===== src/rtl/CorePack.sv =====
// rtl/CorePack.sv - shared types for the register-file write-back arbiter
package CorePack;

  typedef logic [63:0] data_t;
  typedef logic [4:0]  reg_idx_t;

  typedef struct packed {
    logic     valid;
    reg_idx_t rd;
    data_t    data;
  } wb_req_t;

endpackage


===== src/rtl/rf_wb_arbiter_if.sv =====
// rtl/rf_wb_arbiter_if.sv - ALU and load-return write-back handshakes
interface rf_wb_arbiter_if;
  import CorePack::*;

  logic     alu_valid;
  logic     alu_ready;
  reg_idx_t alu_rd;
  data_t    alu_data;
  logic     mem_valid;
  logic     mem_ready;
  reg_idx_t mem_rd;
  data_t    mem_data;

  modport master (
    output alu_valid, alu_rd, alu_data, mem_valid, mem_rd, mem_data,
    input  alu_ready, mem_ready
  );

  modport slave (
    input  alu_valid, alu_rd, alu_data, mem_valid, mem_rd, mem_data,
    output alu_ready, mem_ready
  );

endinterface


===== src/rtl/rf_wb_scoreboard.sv =====
// rtl/rf_wb_scoreboard.sv - pending-write mask; a set on the same edge as a clear wins
module rf_wb_scoreboard
  import CorePack::*;
(
  input  logic        clk,
  input  logic        rst,
  input  logic        set_valid,
  input  reg_idx_t    set_idx,
  input  logic        clr_valid,
  input  reg_idx_t    clr_idx,
  output logic [31:0] pend_mask
);

  logic [31:0] pend_d;
  logic [31:0] pend_q;

  always_comb begin
    pend_d = pend_q;
    if (clr_valid) pend_d[clr_idx] = 1'b0;
    if (set_valid) pend_d[set_idx] = 1'b1;
    // x0 never has a write in flight
    pend_d[0] = 1'b0;
  end

  always_ff @(posedge clk) begin
    if (rst) begin
      pend_q <= '0;
    end else begin
      pend_q <= pend_d;
    end
  end

  assign pend_mask = pend_q;

endmodule


===== src/rtl/rf_wb_arbiter.sv =====
// rtl/rf_wb_arbiter.sv - write-back arbiter, output stage and scoreboard hookup
// RF_WB_BYPASS_EN adds decode forwarding and retires pending bits one edge earlier.
module rf_wb_arbiter
  import CorePack::*;
#(
  parameter int STARVE_LIMIT = 3
) (
  input  logic        clk,
  input  logic        rst,
  rf_wb_arbiter_if.slave wb,
  input  logic        issue_valid,
  input  reg_idx_t    issue_rd,
  output logic [31:0] pend_mask,
  output logic        rf_we,
  output reg_idx_t    rf_waddr,
  output data_t       rf_wdata
`ifdef RF_WB_BYPASS_EN
  ,
  input  reg_idx_t    rs1_addr,
  input  reg_idx_t    rs2_addr,
  output logic        rs1_fwd,
  output logic        rs2_fwd,
  output data_t       fwd_data
`endif
);

  localparam logic [3:0] LIMIT = 4'(STARVE_LIMIT);

  wb_req_t    alu_req;
  wb_req_t    mem_req;
  wb_req_t    win;
  logic       starve;
  logic       alu_hs;
  logic       mem_hs;

  logic [3:0] wait_cnt_d, wait_cnt_q;
  logic       rf_we_d, rf_we_q;
  reg_idx_t   rf_waddr_d, rf_waddr_q;
  data_t      rf_wdata_d, rf_wdata_q;
  logic       clr_valid;
  reg_idx_t   clr_idx;

  always_comb begin
    alu_req.valid = wb.alu_valid;
    alu_req.rd    = wb.alu_rd;
    alu_req.data  = wb.alu_data;
    mem_req.valid = wb.mem_valid;
    mem_req.rd    = wb.mem_rd;
    mem_req.data  = wb.mem_data;

    // MEM has priority unless the ALU has waited STARVE_LIMIT cycles
    starve       = (wait_cnt_q == LIMIT);
    wb.mem_ready = mem_req.valid && !(starve && alu_req.valid);
    wb.alu_ready = alu_req.valid && (!mem_req.valid || starve);
    alu_hs       = wb.alu_ready;
    mem_hs       = wb.mem_ready;

    win.valid = alu_hs || mem_hs;
    win.rd    = alu_hs ? alu_req.rd   : mem_req.rd;
    win.data  = alu_hs ? alu_req.data : mem_req.data;

    wait_cnt_d = wait_cnt_q;
    if (!alu_req.valid || alu_hs) begin
      wait_cnt_d = '0;
    end else if (wait_cnt_q != LIMIT) begin
      wait_cnt_d = wait_cnt_q + 4'd1;
    end

    rf_we_d    = win.valid && (win.rd != '0);
    rf_waddr_d = win.valid ? win.rd   : rf_waddr_q;
    rf_wdata_d = win.valid ? win.data : rf_wdata_q;
  end

  always_ff @(posedge clk) begin
    if (rst) begin
      wait_cnt_q <= '0;
      rf_we_q    <= 1'b0;
      rf_waddr_q <= '0;
      rf_wdata_q <= '0;
    end else begin
      wait_cnt_q <= wait_cnt_d;
      rf_we_q    <= rf_we_d;
      rf_waddr_q <= rf_waddr_d;
      rf_wdata_q <= rf_wdata_d;
    end
  end

  assign rf_we    = rf_we_q;
  assign rf_waddr = rf_waddr_q;
  assign rf_wdata = rf_wdata_q;

`ifdef RF_WB_BYPASS_EN
  // The forward path covers the cycle in which the value is still in the output stage
  assign clr_valid = win.valid;
  assign clr_idx   = win.rd;
  assign rs1_fwd   = rf_we_q && (rf_waddr_q == rs1_addr) && (rs1_addr != '0);
  assign rs2_fwd   = rf_we_q && (rf_waddr_q == rs2_addr) && (rs2_addr != '0);
  assign fwd_data  = rf_wdata_q;
`else
  assign clr_valid = rf_we_q;
  assign clr_idx   = rf_waddr_q;
`endif

  rf_wb_scoreboard u_scoreboard (
    .clk       (clk),
    .rst       (rst),
    .set_valid (issue_valid),
    .set_idx   (issue_rd),
    .clr_valid (clr_valid),
    .clr_idx   (clr_idx),
    .pend_mask (pend_mask)
  );

endmodule


===== src/flat_wrapper.sv =====
// flat-port wrapper written by rule: the top's interface ports become plain ports
module rf_wb_arbiter_flat import CorePack::*;
#(
  parameter int STARVE_LIMIT = 3
)
  (clk, rst, issue_valid, issue_rd, pend_mask, rf_we, rf_waddr, rf_wdata, wb_alu_valid, wb_alu_rd, wb_alu_data, wb_mem_valid, wb_mem_rd, wb_mem_data, wb_alu_ready, wb_mem_ready);
  rf_wb_arbiter_if wb_i ();
  input  logic clk;
  input  logic rst;
  input  logic issue_valid;
  input  reg_idx_t issue_rd;
  output logic [31:0] pend_mask;
  output logic rf_we;
  output reg_idx_t rf_waddr;
  output data_t rf_wdata;
  input wire logic [$bits(wb_i.alu_valid)-1:0] wb_alu_valid;
  input wire logic [$bits(wb_i.alu_rd)-1:0] wb_alu_rd;
  input wire logic [$bits(wb_i.alu_data)-1:0] wb_alu_data;
  input wire logic [$bits(wb_i.mem_valid)-1:0] wb_mem_valid;
  input wire logic [$bits(wb_i.mem_rd)-1:0] wb_mem_rd;
  input wire logic [$bits(wb_i.mem_data)-1:0] wb_mem_data;
  output wire logic [$bits(wb_i.alu_ready)-1:0] wb_alu_ready;
  output wire logic [$bits(wb_i.mem_ready)-1:0] wb_mem_ready;
  assign wb_i.alu_valid = wb_alu_valid;
  assign wb_i.alu_rd = wb_alu_rd;
  assign wb_i.alu_data = wb_alu_data;
  assign wb_i.mem_valid = wb_mem_valid;
  assign wb_i.mem_rd = wb_mem_rd;
  assign wb_i.mem_data = wb_mem_data;
  assign wb_alu_ready = wb_i.alu_ready;
  assign wb_mem_ready = wb_i.mem_ready;
  rf_wb_arbiter #(.STARVE_LIMIT(STARVE_LIMIT)) u_core (.clk(clk), .rst(rst), .wb(wb_i), .issue_valid(issue_valid), .issue_rd(issue_rd), .pend_mask(pend_mask), .rf_we(rf_we), .rf_waddr(rf_waddr), .rf_wdata(rf_wdata));
endmodule

===== config.mk =====
export PLATFORM = sky130hd
export DESIGN_NAME = rf_wb_arbiter_flat
export DESIGN_NICKNAME = d
export VERILOG_FILES = /design/src/rtl/CorePack.sv /design/src/rtl/rf_wb_arbiter_if.sv /design/src/rtl/rf_wb_scoreboard.sv /design/src/rtl/rf_wb_arbiter.sv /design/src/flat_wrapper.sv
export SDC_FILE = /design/constraint.sdc
export NUM_CORES = 1
export LEC_CHECK = 0
export CORE_ASPECT_RATIO = 1.2
export CORE_MARGIN = 2
export CORE_UTILIZATION = 35
export CTS_BUF_LIST = sky130_fd_sc_hd__clkbuf_8 sky130_fd_sc_hd__clkbuf_16
export CTS_CLUSTER_SIZE = 16
export DETAILED_ROUTE_END_ITERATION = 6
export PLACE_DENSITY = 0.8
export SETUP_SLACK_MARGIN = 0.3
export SYNTH_ARGS = -nofsm -noshare
export SYNTH_HDL_FRONTEND = slang
export SYNTH_SLANG_ARGS = --single-unit

===== constraint.sdc =====
create_clock -name clk -period 1.75 [get_ports clk]
set_input_delay 0.35 -clock clk [delete_from_list [all_inputs] [get_ports clk]]
set_output_delay 0.35 -clock clk [all_outputs]
set_load 0.1 [all_outputs]

Word level (Yosys, flattened, before mapping)
Cells that the tools add are included.
{ "word_totals": {"register_bits": 106, "in_bits": 148, "output_inout_bits": 104, "word_cells": 38} }
{ "classes": {"addsub": 1, "order_cmp": 4, "eq_ne": 2, "muxes": 8, "bitwise": 3, "n_reduce_logical": 14} }
{ "op_table": {"columns": ["op", "count"], "rows": [
  ["2-to-1 mux 32 bit", 2],
  ["2-to-1 mux 64 bit", 1],
  ["bitwise AND 32 bit", 1],
  ["NOT 32 bit", 1],
  ["OR 32 bit", 1],
  ["< comparator 5 x 6 -> 1 bit, second input constant", 2],
  ["demux 1 bit (select 5 bit)", 2],
  [">= comparator 5 x 1 -> 1 bit, second input constant", 2],
  ["logical AND 1 bit", 6],
  ["2-to-1 mux 5 bit", 1],
  ["nonzero test 5 bit", 1],
  ["adder 4 x 1 -> 4 bit, second input constant", 1],
  ["equality test 4 x 2 -> 1 bit, second input constant", 1],
  ["!= test 4 x 2 -> 1 bit, second input constant", 1],
  ["zero test 1 bit", 3],
  ["logical OR 1 bit", 3],
  ["2-to-1 mux 1 bit", 2],
  ["OR reduction 2 bit", 1]
]} }

Logic depth before layout (Yosys ltp)
{ "depth": {"ltp_word": 9, "depth_mapped": 6} }

Cells and area by module
From an unflattened synthesis, not the netlist that was laid out.
{ "hier_totals": {"hier_cells": 424, "hier_area_um2": 4361.7} }
{ "by_module_without_submodules": {"columns": ["module", "instances", "cells_each", "area_per_inst_um2", "seq_area_each_um2"], "rows": [
  ["rf_wb_arbiter", 1, 268, 3001.6, 1481.4],
  ["rf_wb_scoreboard", 1, 156, 1360.1, 620.6]
]} }

Worst setup path after synthesis
No wires, ideal clock.
{ "synth_path": {"path_kind": "flip-flop to output port", "startpoint": "reg u_core.wait_cnt_q[0]", "endpoint": "out wb_mem_ready", "t_arrival_ns": 2.179, "required_time_ns": 1.400, "setup_slack_ns": -0.779, "path_stages_with_launch": 5, "n_path_buf": 1, "path_cell_list": "dfxtp_1 -> ha_1 -> and4bb_1 -> buf_6 -> nor2_1"} }
{ "synth_between": {"elab_chain_cells": 4} }
{ "synth_lines": {"columns": ["element", "line", "rtl"], "rows": [
  ["start: declaration", "rf_wb_arbiter.sv:36", "logic [3:0] wait_cnt_d, wait_cnt_q;"],
  ["start signal: assignment", "rf_wb_arbiter.sv:81", "wait_cnt_q <= wait_cnt_d;"],
  ["equality test 4 x 2 -> 1 bit", "rf_wb_arbiter.sv:52", "starve = (wait_cnt_q == LIMIT);"],
  ["logical AND 1 bit", "rf_wb_arbiter.sv:53", "wb.mem_ready = mem_req.valid && !(starve && alu_req.valid);"],
  ["zero test 1 bit", "rf_wb_arbiter.sv:53", null],
  ["logical AND 1 bit", "rf_wb_arbiter.sv:53", null],
  ["end: declaration", "flat_wrapper.sv:23", "output wire logic [$bits(wb_i.mem_ready)-1:0] wb_mem_ready;"]
]} }
Every way passes these cells.

Final worst setup path
{ "layout_path": {"startpoint": "reg u_core.wait_cnt_q[0]", "endpoint": "out wb_alu_ready"} }
{ "layout_between": {"elab_chain_cells": 3} }
{ "layout_lines": {"columns": ["element", "line", "rtl"], "rows": [
  ["equality test 4 x 2 -> 1 bit", "rf_wb_arbiter.sv:52", null],
  ["logical OR 1 bit", "rf_wb_arbiter.sv:54", "wb.alu_ready = alu_req.valid && (!mem_req.valid || starve);"],
  ["logical AND 1 bit", "rf_wb_arbiter.sv:54", null],
  ["end: declaration", "flat_wrapper.sv:22", "output wire logic [$bits(wb_i.alu_ready)-1:0] wb_alu_ready;"]
]} }
Every way passes these cells.

==> tab_implementation.tex <==
\begin{tabular}{lr}
\hline
Metric & Value \\
\hline
\multicolumn{2}{l}{\textbf{Yosys}} \\
\quad Synthesis warning total & 0 \\
\quad Synth Register Bits & 105 \\
\quad Leading area contributor after synthesis & dfxtp\_1 \\
\quad Top cells by area in the synthesized netlist & dfxtp\_1 (39\%), a21oi\_1 (9.5\%), mux2\_2 (9.4\%) \\
\quad Netlist Area Pre-Place & 0.00539 mm2 \\
\quad Post-synth net total & between 700 and 800 \\
\quad Synthesized netlist cell count & just under 600 \\
\quad EDFF count, synth & 0 \\
\quad Post-synthesis sequential area ratio & 39.0\% \\
\quad Syn Area/Cell & 9.26 um2 \\
\quad Primary flip-flop cell chosen by synthesis mapping & dfxtp\_1 \\
\quad Number of unique standard cell types used by synthesis & 35 \\
\quad Share of the synthesized area in the top cell type & between 30 and 40\% \\
\quad Async S/R FF share, synth & 0\% \\
\multicolumn{2}{l}{\textbf{Timing}} \\
\quad RSZ-0062 raised after global routing & yes \\
\quad Setup TNS & -0.0201 ns \\
\quad Final Max Tran Viols & 0 \\
\quad Finish-stage setup viols & 1 \\
\quad Final critical-path setup slack & -0.0201 ns \\
\quad Highest Clock Rate & between 0.5 and 0.6 GHz \\
\quad Post-route clock skew & 0.00510 ns \\
\quad Final hold violation count & 0 \\
\quad Min Clock Period, post-route & 1.77 ns \\
\quad Transition time at the pin with the least slew margin & roughly 0.50 ns \\
\quad Final Cycle Share & 101\% \\
\quad Worst relative slew slack & between 60\% and 70\% \\
\multicolumn{2}{l}{\textbf{CTS}} \\
\quad Maximum number of buffers from clock root to sink & 2 \\
\quad Number of buffers added by the clock tree synthesis step & 9 \\
\quad CTS root buffer & clkbuf\_16 \\
\quad CTS sink count & $\sim$110 \\
\quad Post-cts hold buffer count & 0 \\
\quad Clock tree from TritonCTS & done \\
\quad Clk\_lat worst skew & around 0.35 ns \\
\quad Maximum level of the CTS H-tree & 3 \\
\quad Clock-pin slew of the registers on the worst-case setup and hold paths & approximately 0.070 ns \\
\multicolumn{2}{l}{\textbf{Setup path}} \\
\quad Setup slack of the worst register-to-register path & around 0.08 ns \\
\quad Stages on worst setup path & 4 \\
\quad Cell with the largest stage delay on the worst path & dfxtp\_4 \\
\quad Crit path buf inv count & 1 \\
\quad Critical Path Sink Type & output port \\
\quad Reg2Reg Depth & 8 \\
\quad Worst EP required & approximately 1.4 ns \\
\quad Stage delay of the slowest cell on the critical path & approximately 0.37 ns \\
\quad Critical path peak fanout & 4 \\
\quad Cell-by-cell listing of the critical path & ha\_4 -> nor3b\_4 -> o21a\_4 -> buf\_12 \\
\quad Critical path data arrival time & between 1 and 1.5 ns \\
\quad Crit Reg-Reg Startpoint & u\_core.wait\_cnt\_q[0]\$\_SDFFE\_PP0N\_ \\
\quad Startpoint type of the worst setup path & flop \\
\quad RR Endpoint & u\_core.rf\_wdata[34]\$\_SDFFE\_PP0P\_ \\
\quad Top Family by Delay on Critical Path & flip-flops \\
\quad Critical Path Source & u\_core.wait\_cnt\_q[0]\$\_SDFFE\_PP0N\_ \\
\quad Destination of the critical timing path & wb\_alu\_ready \\
\quad Setup CP Type & flop to output port \\
\multicolumn{2}{l}{\textbf{Pwr}} \\
\quad Tot Pwr & $\sim$7.4 mW \\
\quad Leakage power total & around 3.7 nW \\
\quad Worst-case vdd ir drop & 0.000420 V \\
\quad Power density over the cells & 726 mW/mm2 \\
\multicolumn{2}{l}{\textbf{Layout}} \\
\quad Total Nets Final & $\sim$980 \\
\quad Final Util & between 60\% and 70\% \\
\quad Share of final-layout standard cells stronger than drive strength 1 & between 40\% and 50\% \\
\quad Growth of design area from synthesis to finish & 89.5\% \\
\multicolumn{2}{l}{\textbf{Place}} \\
\quad Number of I/O port buffers & 250 \\
\quad HPWL reported at the end of detailed placement & 13600 um \\
\quad Global placer's final weighted congestion & 0.869 \\
\multicolumn{2}{l}{\textbf{Floorplan}} \\
\quad Die Height & 140 um \\
\quad Core region area & $\sim$0.015 mm2 \\
\quad Floorplan die area & about 0.016 mm2 \\
\quad Site Rows & between 40 and 50 \\
\quad Number of top-level design ports & $\sim$250 \\
\quad Starting density of the core & a little over a third \\
\quad Die width & about 120 um \\
\multicolumn{2}{l}{\textbf{Run}} \\
\quad Max cap viols & 0 \\
\multicolumn{2}{l}{\textbf{Global routing}} \\
\quad Number of global-route vias before repair & 5845 \\
\quad Largest net degree at the start of global routing & 76 \\
\quad Gr usage total & between 20 and 25\% \\
\quad First-pass GRT wire length & roughly 31000 um \\
\quad Antenna violations before repair & 1 \\
\quad Total global routing overflow & 0 \\
\multicolumn{2}{l}{\textbf{Detailed routing}} \\
\quad Number of vias per cell after detailed routing & $\sim$5.4 \\
\quad Routed length per placed instance & between 15 and 20 um \\
\quad Via count & 5658 \\
\quad Detailed router's first-iteration violation count & 295 \\
\quad Remaining antenna violation count & 0 \\
\quad First-pass DRT Iterations & 4 \\
\quad Number of remaining DRC errors & 0 \\
\quad Wire length reported by the detailed router & roughly 21000 um \\
\multicolumn{2}{l}{\textbf{Status}} \\
\quad Failing checks & negative setup slack \\
\quad Run status & complete, but fails checks \\
\multicolumn{2}{l}{\textbf{Min path}} \\
\quad Worst hold path type & input pin to flop \\
\hline
\end{tabular}
==> Yosys cell counts (all sizes together), types with 6 or more instances <==
| cell | number |
|---|---|
| a21oi | 102 |
| a22oi | 64 |
| buf | 31 |
| clkbuf | 24 |
| dfxtp | 105 |
| mux2 | 65 |
| nand2 | 37 |
| nand3 | 67 |
| nand3b | 6 |
| nor3b | 6 |
| o21ai | 31 |
==> worst reg2reg max path: stages (launching register included) <==
cell and delay (ns):
dfxtp_4 0.36, ha_4 0.17, and4bb_4 0.21, buf_6 0.13, buf_12 0.13, buf_6 0.12, buf_16 0.14, a22oi_2 0.20
a21oi_2 0.09
==> cell usage in the layout (no fill, tap or decap), types with 5 or more instances in the layout <==
master and n:
buf_6 8, buf_12 113, o211ai_1 5, buf_4 16
dfxtp_2 41, nand3b_1 6, a22oi_2 64, buf_16 10
a21oi_2 14, clkdlybuf4s50_1 144, clkbuf_16 9, dfxtp_4 5
o22a_1 5, mux2_1 20, mux2i_1 5, and3b_1 5
o21ai_1 19, dfxtp_1 59, o21ai_0 12, nand3_1 67
a21oi_1 88, nand2_1 37, mux2_2 45
==> through the flow <==
stage	hold WS (ns)	std cells	cell area (um2)	setup slack [ns]
final	0.400	1042	10200	-0.0201
after global routing	0.405	1042	10200	-0.0721
after CTS	0.383	1040	10100	-0.0190
after detailed placement	0.455	1000	9210	0.0369
after global placement	0.441	1000	9210	0.0157
after floorplan	0.430	582	5480	0.0824
==> sequential cells by signal, indices dropped and copies added, names as in the netlist <==
name	cells
u_core.u_scoreboard.pend_mask	31
u_core.rf_wdata	64
u_core.wait_cnt_q	4
u_core.rf_we	1
u_core.rf_waddr	5
==> power by group <==
| group | leakage, nW | switching, mW | internal, mW | total [mW] |
|---|---|---|---|---|
| clock | 0.162 | 0.953 | 1.40 | 2.35 |
| sequential | 0.879 | 0.145 | 2.52 | 2.66 |
| combinational | 2.70 | 1.37 | 1.03 | 2.40 |
| total | 3.74 | 2.47 | 4.95 | 7.42 |
==> worst min-delay path by stage <==
| stage | from | end | slack, ns | depth (start not counted) |
|---|---|---|---|---|
| final | rst | u_core.rf_waddr[2]$_SDFFE_PP0P_ | 0.40 | 2 |
| after global routing | rst | u_core.u_scoreboard.pend_mask[31]$_SDFF_PP0_ | 0.40 | 2 |
| after CTS | rst | u_core.u_scoreboard.pend_mask[22]$_SDFF_PP0_ | 0.38 | 2 |
| after detailed placement | u_core.wait_cnt_q[0]$_SDFFE_PP0N_ | u_core.wait_cnt_q[0]$_SDFFE_PP0N_ | 0.45 | 1 |
| after global placement | u_core.wait_cnt_q[0]$_SDFFE_PP0N_ | u_core.wait_cnt_q[0]$_SDFFE_PP0N_ | 0.44 | 1 |
| after floorplan | u_core.wait_cnt_q[0]$_SDFFE_PP0N_ | u_core.wait_cnt_q[0]$_SDFFE_PP0N_ | 0.43 | 1 |
==> layer usage <==
layer	track usage, %	wire (um)	vias to the layer above
met3	5.93	1490	52
met4	11.3	795	0
met2	41.8	10400	232
met5	0	0	-
li1	-	-	2671
met1	28.7	7820	2703
==> layout make-up <==
cell class | instances | area (um2)
multi-input combinational | 421 | 3210
tap | 204 | 255
fill | 1112 | 4810
inverter | 1 | 5.00
sequential | 105 | 2170
antenna | 1 | 2.50
clock buffer | 9 | 225
clock inverter | 7 | 119
timing repair buffer | 294 | 4220
==> kinds of logic after synthesis <==
group / after synthesis / share of synthesized area [%]
muxes: 70 / 14.5
other: 1 / 0.0696
adders and majority gates: 1 / 0.232
DFF: 105 / 39.0
AOI/OAI and AO/OA: 209 / 26.5
buffers and inverters: 56 / 5.90
xor gates and xnor gates: 1 / 0.163
and+or+nand+nor: 139 / 13.6
==> repair_timing <==
action                                  4_1_cts  5_1_grt
endpoints found under the setup margin       50       71
pin swaps                                    95       59
buffers inserted                             15        1
gates cloned                                  9        0
gates resized for setup                      53       19
Power figures use the tool's default switching activity.
